File: config.mk
export PLATFORM = sky130hd
export DESIGN_NAME = ptr
export DESIGN_NICKNAME = d
export VERILOG_FILES = /design/src/rtl/ptr.sv
export SDC_FILE = /design/constraint.sdc
export NUM_CORES = 1
export LEC_CHECK = 0
export CAP_MARGIN = 20
export CORE_ASPECT_RATIO = 1.75
export CORE_UTILIZATION = 30
export CTS_CLUSTER_SIZE = 14
export DETAILED_ROUTE_END_ITERATION = 6
export GPL_TIMING_DRIVEN = 0
export PLACE_DENSITY = 0.58
export SYNTH_ARGS = -nofsm -noshare
export SYNTH_HDL_FRONTEND = slang
export SYNTH_SLANG_ARGS = --single-unit
File: constraint.sdc
create_clock -name clk -period 2.2 [get_ports clk]
set_input_delay 0.44 -clock clk [delete_from_list [all_inputs] [get_ports clk]]
set_output_delay 0.44 -clock clk [all_outputs]
set_load 0.02 [all_outputs]
File: src/rtl/ptr.sv
// PDP-6 paper tape reader (device 104): assembles tape frames into 36-bit words; flag after FRAME_CYCLES+2 (alpha) / 6*(FRAME_CYCLES+1)+1 (binary) cycles.
// Backpressure: frames are taken only when tape_valid is high in FETCH; with no tape the reader waits in FETCH indefinitely.
module ptr #(
  parameter int         FRAME_CYCLES = 4,
  parameter logic [3:9] DEVCODE      = 7'o21
) (
  input  logic        clk,
  input  logic        reset,
  input  logic        iobus_iob_reset,
  input  logic [3:9]  iobus_ios,
  input  logic        iobus_cono_clear,
  input  logic        iobus_cono_set,
  input  logic        iobus_iob_fm_status,
  input  logic        iobus_iob_fm_datai,
  input  logic [0:35] iobus_iob_in,
  output logic [0:35] iobus_iob_out,
  output logic [1:7]  iobus_pi_req,
  input  logic        tape_valid,
  input  logic [7:0]  tape_data,
  output logic        tape_ready
);

  localparam int TW = $clog2(FRAME_CYCLES + 1);
  localparam logic [TW-1:0] TIMER_LOAD = TW'(FRAME_CYCLES - 1);

  typedef enum logic [1:0] {IDLE, STEP, FETCH, DONE} state_t;

  state_t        state, state_n;
  logic [TW-1:0] timer, timer_n;
  logic [0:35]   word, word_n;
  logic [0:5]    fcnt, fcnt_n;
  logic [2:0]    pia, pia_n;
  logic          flag, flag_n;
  logic          busy, busy_n;
  logic          b, b_n;
  logic          datai_d;

  logic rst, sel, clr, setp, datai_now, datai_fall, start, take;
  logic unused_iob_in;

  assign rst        = reset | iobus_iob_reset;
  assign sel        = (iobus_ios == DEVCODE);
  assign clr        = sel & iobus_cono_clear;
  assign setp       = sel & iobus_cono_set;
  assign datai_now  = sel & iobus_iob_fm_datai;
  assign datai_fall = datai_d & ~datai_now;
  assign start      = (setp & iobus_iob_in[31]) | datai_fall;
  assign take       = (state == FETCH) & tape_valid & ~rst & ~clr;
  assign tape_ready = take;
  assign unused_iob_in = ^iobus_iob_in[0:29];

  always_comb begin
    state_n = state;
    timer_n = timer;
    word_n  = word;
    fcnt_n  = fcnt;
    pia_n   = pia;
    flag_n  = flag;
    busy_n  = busy;
    b_n     = b;

    case (state)
      IDLE: begin
        if (busy) begin
          state_n = STEP;
          timer_n = TIMER_LOAD;
        end
      end
      STEP: begin
        if (timer == '0) state_n = FETCH;
        else             timer_n = timer - TW'(1);
      end
      FETCH: begin
        if (take) begin
          if (!b) begin
            word_n  = {28'b0, tape_data};
            state_n = DONE;
          end else if (tape_data[7]) begin
            word_n = {word[6:35], tape_data[5:0]};
            fcnt_n = fcnt + 6'd1;
            if (fcnt == 6'd5) begin
              state_n = DONE;
            end else begin
              state_n = STEP;
              timer_n = TIMER_LOAD;
            end
          end else begin
            state_n = STEP;
            timer_n = TIMER_LOAD;
          end
          if (state_n == DONE) begin
            flag_n = 1'b1;
            busy_n = 1'b0;
          end
        end
      end
      DONE:    state_n = IDLE;
      default: state_n = IDLE;
    endcase

    // Bus operations override the reader; clear is applied before set.
    if (clr) begin
      pia_n  = 3'd0;
      b_n    = 1'b0;
      busy_n = 1'b0;
      flag_n = 1'b0;
      fcnt_n = 6'd0;
    end
    if (setp) begin
      b_n    = b_n | iobus_iob_in[30];
      busy_n = busy_n | iobus_iob_in[31];
      flag_n = flag_n | iobus_iob_in[32];
      pia_n  = pia_n | iobus_iob_in[33:35];
    end
    if (datai_fall) begin
      flag_n = 1'b0;
      busy_n = 1'b1;
    end
    if (start) begin
      word_n  = 36'd0;
      fcnt_n  = 6'd0;
      state_n = IDLE;
    end else if (!busy_n && state_n != DONE) begin
      state_n = IDLE;
    end
  end

  always_ff @(posedge clk) begin
    if (rst) begin
      state   <= IDLE;
      timer   <= '0;
      word    <= 36'd0;
      fcnt    <= 6'd0;
      pia     <= 3'd0;
      flag    <= 1'b0;
      busy    <= 1'b0;
      b       <= 1'b0;
      datai_d <= 1'b0;
    end else begin
      state   <= state_n;
      timer   <= timer_n;
      word    <= word_n;
      fcnt    <= fcnt_n;
      pia     <= pia_n;
      flag    <= flag_n;
      busy    <= busy_n;
      b       <= b_n;
      datai_d <= datai_now;
    end
  end

  always_comb begin
    iobus_iob_out = 36'd0;
    if (sel & iobus_iob_fm_status) iobus_iob_out = iobus_iob_out | {30'b0, b, busy, flag, pia};
    if (datai_now)                 iobus_iob_out = iobus_iob_out | word;
  end

  always_comb begin
    iobus_pi_req = 7'd0;
    for (int i = 1; i <= 7; i++) begin
      iobus_pi_req[i] = flag & (pia == 3'(i));
    end
  end

endmodule

# After elaboration in Yosys (flattened, before gate mapping)
# Index checks and enable logic that the tools add are counted.
[totals]
input_bits = 59
output_inout_bits = 44
ff_bits = 54
[classes]
bitwise_logic = 26
muxes = 35
eq_ne = 20
addsub = 2
n_reduce_logical = 12
[ops]
columns = ["cell", "n"]
rows = [
  ["36-bit two-way mux", 3],
  ["36-bit OR", 1],
  ["3-bit two-way mux", 8],
  ["1-bit AND", 16],
  ["2-bit two-way mux", 8],
  ["1-bit two-way mux", 13],
  ["3-bit == test (second input constant)", 4],
  ["2-bit != test (second input constant)", 5],
  ["3-bit case mux with 3 select lines", 1],
  ["2-bit case mux with 4 select lines", 1],
  ["7-bit by 5-bit == test with 1-bit output (second input constant)", 1],
  ["6-bit by 1-bit adder with 6-bit output (second input constant)", 1],
  ["2-bit == test (second input constant)", 3],
  ["3-bit by 2-bit == test with 1-bit output (second input constant)", 2],
  ["6-bit by 3-bit == test with 1-bit output (second input constant)", 1],
  ["6-bit two-way mux", 1],
  ["6-bit AND reduction", 1],
  ["3-bit OR reduction", 2],
  ["1-bit OR", 5],
  ["4-bit AND reduction", 1],
  ["2-bit OR reduction", 2],
  ["3-bit by 1-bit == test with 1-bit output (second input constant)", 1],
  ["3-bit logical NOT", 1],
  ["3-bit != test (second input constant)", 1],
  ["other kinds (10)", 12],
]

# Longest topological paths before layout
[depth]
depth_word = 17
mapped_depth = 9
mapped_depth_nobuf = 7

# Worst setup path after synthesis
# No wires, ideal clock.
[synth_path]
path_kind = "input -> output"
start = "in iobus_ios[7] (netlist bit)"
end = "out iobus_iob_out[30] (netlist bit)"
t_arrival_ns = 1.600
path_slack_ns = 0.160
stages = 5
required_time_ns = 1.760
path_cell_list = "nor4b_4 -> and4bb_4 -> and2_0 -> clkbuf_1 -> a22o_1"
[synth_via]
elab_chain_cells = 5
word_cells_on_any_way = 6
classes_between = "1 x eq/ne; 2 x mux; 3 x bitwise"
[synth_lines]
columns = ["element", "line", "source"]
rows = [
  ["from (decl)", "10", "input logic [3:9] iobus_ios,"],
  ["7-bit by 5-bit == test with 1-bit output *", "42", "assign sel = (iobus_ios == DEVCODE);"],
  ["1-bit AND", "154", "if (sel & iobus_iob_fm_status) iobus_iob_out = iobus_iob_out | {30'b0, b, busy, flag, pia};"],
  ["6-bit two-way mux", "154", ""],
  ["36-bit OR", "155", "if (datai_now) iobus_iob_out = iobus_iob_out | word;"],
  ["36-bit two-way mux *", "155", ""],
  ["to (decl)", "16", "output logic [0:35] iobus_iob_out,"],
]
# Mark *: on every way between the ends. The rest lies on a longest branch, timed or not.

# Final worst setup path
[layout_path]
start = "in iobus_ios[4] (netlist bit)"
end = "out iobus_iob_out[32] (netlist bit)"
# Same word-level chain as after synthesis.

==> results.toml <==
[power]
powerDensity_nw_per_um2 = 527
switchingPower_mw = 0.413
p_seq_frac = 0.520
ir_drop_mv = 0.313
leakagePower_nw = 1.48
switching_share = 0.220
internal-power_mw = 1.47
p_comb_frac = 0.058
clkPwrFrac = 0.422

[detailed_routing]
avgViaCountPerCell = 4.90
routedWlPerCell_um = 14.5
top_layer = "met4"
wirelength_um = 7190
drt_iter0_drc = 163
dr_wl_met3_um = 311
vias = 2426
ant_nets = 0
wl_met1_um = 2700
dr.pass1.iters = 4
route.met2.wl_um = 4050
drc = 0

[clock_network]
htreeDepth = 2
insertion_delay_ns = 0.29
cts_buffers = 5
clkTransAtPathRegs_ns = 0.07
ctsHoldBuffers = 0
cts_root_buf = "clkbuf_16"
clk_path_buf_depth = 2
cts_num_sinks = 54
cts_tree = "yes"

[synth]
synth.avg_cell_area_um2 = 8.71
ys_warn_count = 0
synth_top_flop_cell = "dfxtp_1"
synth_cell_types = 46
synthArstFlopShare = 0
syn_area_um2 = 2580
synth-seq-cells = 54
syn_nets = 359
synth_edf_count = 0
yosysSeqAreaShare = 0.419
syn_inst = 296

[sta]
setup_slack_ns = 0.00315
slew-limit-headroom = 0.660
drv_slew = 0
tightest_slew_ns = 0.510
period_share = 0.999
fmax_mhz = 455
rsz0062_at_grt = "true"
clock_skew_ns = 0.00695
final-hold-violation-count = 0
whs_ns = 0.478
setup_violations = 0
post-route-min-period_ns = 2.20

[floorplanning]
num_io_pins = 103
core_um2 = 8310
die_w_um = 72.1
die-area_um2 = 8990
rows = 44
initial_core_util = 0.310
die_height_um = 125

[outcome]
status = "complete, no violations"

[global_routing]
grt_max_degree = 19
grt_pass1_wl_um = 11800
grt_pass1_vias = 2397
gr-total-overflow = 0
antenna_found_initial = 0
groute.usage.overall = 0.166

[finish]
layout_commonest_cell = "dfxtp_1"
drive_above_1_share = 0.247
most-common-layout-cells = "dfxtp_1 (54), nor2_1 (48), buf_2 (35), and3_1 (31), a22oi_1 (29)"
areaGrowthSynthToFinish_pct = 38.3
nNetsFinal = 442
diodes = 0

[run]
drv_cap = 0

[place]
port_buffers = 72
dp_hpwl_um = 5490
place_ws_ns = -1.00
gp_congestion = 0.861

[setup_path]
worstPathRequired_ns = 1.76
crit_path_end_kind = "output pin"
crit_path_start_kind = "input pin"
critPathArrivalTime_ns = 1.76
worstPathMaxFanout = 7
worstSetupPathType = "in -> out"
reg2reg_slack_ns = 0.32
reg2reg_depth = 6

[worst_hold_path]
worstHoldPathCells = 1
hold_path.class = "reg -> reg"
==> cells by family (layout without fill, tap and decap cells) <==
family	Yosys count	in the layout	share of synthesized area
XOR/XNOR	5	5	0.0170
AND/OR/NAND/NOR	130	130	0.267
AO/OA/AOI/OAI	64	64	0.186
adder cells (fa/ha/maj)	4	4	0.0194
multiplexers	7	7	0.0272
flip-flops	54	54	0.419
buffers and inverters	32	116	0.0636
==> critical path: stages <==
cell and delay, ns:
buf_6 0.09, nor4b_4 0.28, and4bb_4 0.35, and2_0 0.15, buf_4 0.14, a22o_1 0.17, buf_6 0.13
==> per-stage QoR <==
stage | instance area, µm² | utilization | power, mW | cells | setup TNS [ns]
6_report | 3570 | 0.429 | 1.88 | 495 | 0
5_1_grt | 3570 | 0.429 | 1.94 | 495 | -0.407
4_1_cts | 3610 | 0.434 | 1.90 | 491 | -0.231
3_5_place_dp | 3440 | 0.414 | 1.10 | 483 | -48.58
3_3_place_gp | 3440 | 0.414 | 1.10 | 483 | -48.62
2_1_floorplan | 2580 | - | 1.04 | 296 | 0
==> flip-flops by register name, indices dropped and copies added (netlist names) <==
name	cells
timer	3
state	2
pia	3
fcnt	6
b	1
busy	1
word	36
flag	1
datai_d	1
==> path summary, 6_finish.rpt <==
check / from / endpoint
worst max-delay path: iobus_ios[4] / iobus_iob_out[32]
worst min-delay path: timer[0] / timer[0]
worst max register to register: state[1] / fcnt[0]
worst min register to register: timer[0] / timer[0]
==> routing by layer <==
metal | vias to the layer above | track usage
met1 | 1119 | 0.175
met3 | 10 | 0.0259
met4 | 0 | 0.0611
met5 | - | 0
met2 | 69 | 0.316
li1 | 1228 | -
==> Yosys cell counts, types with 2 or more instances <==
cell type / n / area (µm²)
buf_2: 8 / 40.0
a221o_1: 2 / 20.0
nand2_1: 10 / 37.5
clkbuf_1: 9 / 33.8
o21ai_0: 4 / 20.0
buf_6: 4 / 45.0
nor2_2: 10 / 62.6
and2_1: 2 / 12.5
o41ai_1: 2 / 17.5
inv_1: 9 / 33.8
dfxtp_1: 54 / 1080
nand3_1: 3 / 15.0
xnor2_1: 5 / 43.8
a22oi_1: 32 / 240
a22o_1: 7 / 61.3
and3_1: 31 / 194
a31oi_1: 2 / 12.5
nand4_1: 2 / 12.5
nand2b_1: 8 / 50.1
nor2_1: 49 / 184
nor3_1: 5 / 25.0
mux2i_1: 7 / 70.1
a21oi_1: 4 / 20.0
or2_0: 2 / 12.5
ha_1: 4 / 50.1
==> power by group through the flow <==
stage | clock network [mW] | logic (mW) | registers [mW]
2_1_floorplan | 0 | 0.0358 | 1.00
3_3_place_gp | 0 | 0.103 | 1.00
3_5_place_dp | 0 | 0.104 | 1.00
4_1_cts | 0.816 | 0.105 | 0.977
5_1_grt | 0.848 | 0.116 | 0.976
6_report | 0.793 | 0.108 | 0.977
==> repair_timing <==
action                                 4_1_cts  5_1_grt
setup endpoints to repair                   73       52
buffers inserted                             1        4
endpoints found under the hold margin        0        0
pin swaps                                    8        4
resized for setup                          176       38
==> final cells by class <==
class	count	area, µm²
plain buffers	21	176
clock buffers	5	125
clock inverters	3	23.8
fillers	866	4750
inverters	10	40.0
multi-input cells	210	1370
flip-flops and latches	54	1080
well taps	115	144
repair buffers	77	609
Power figures use the tool's default switching activity.
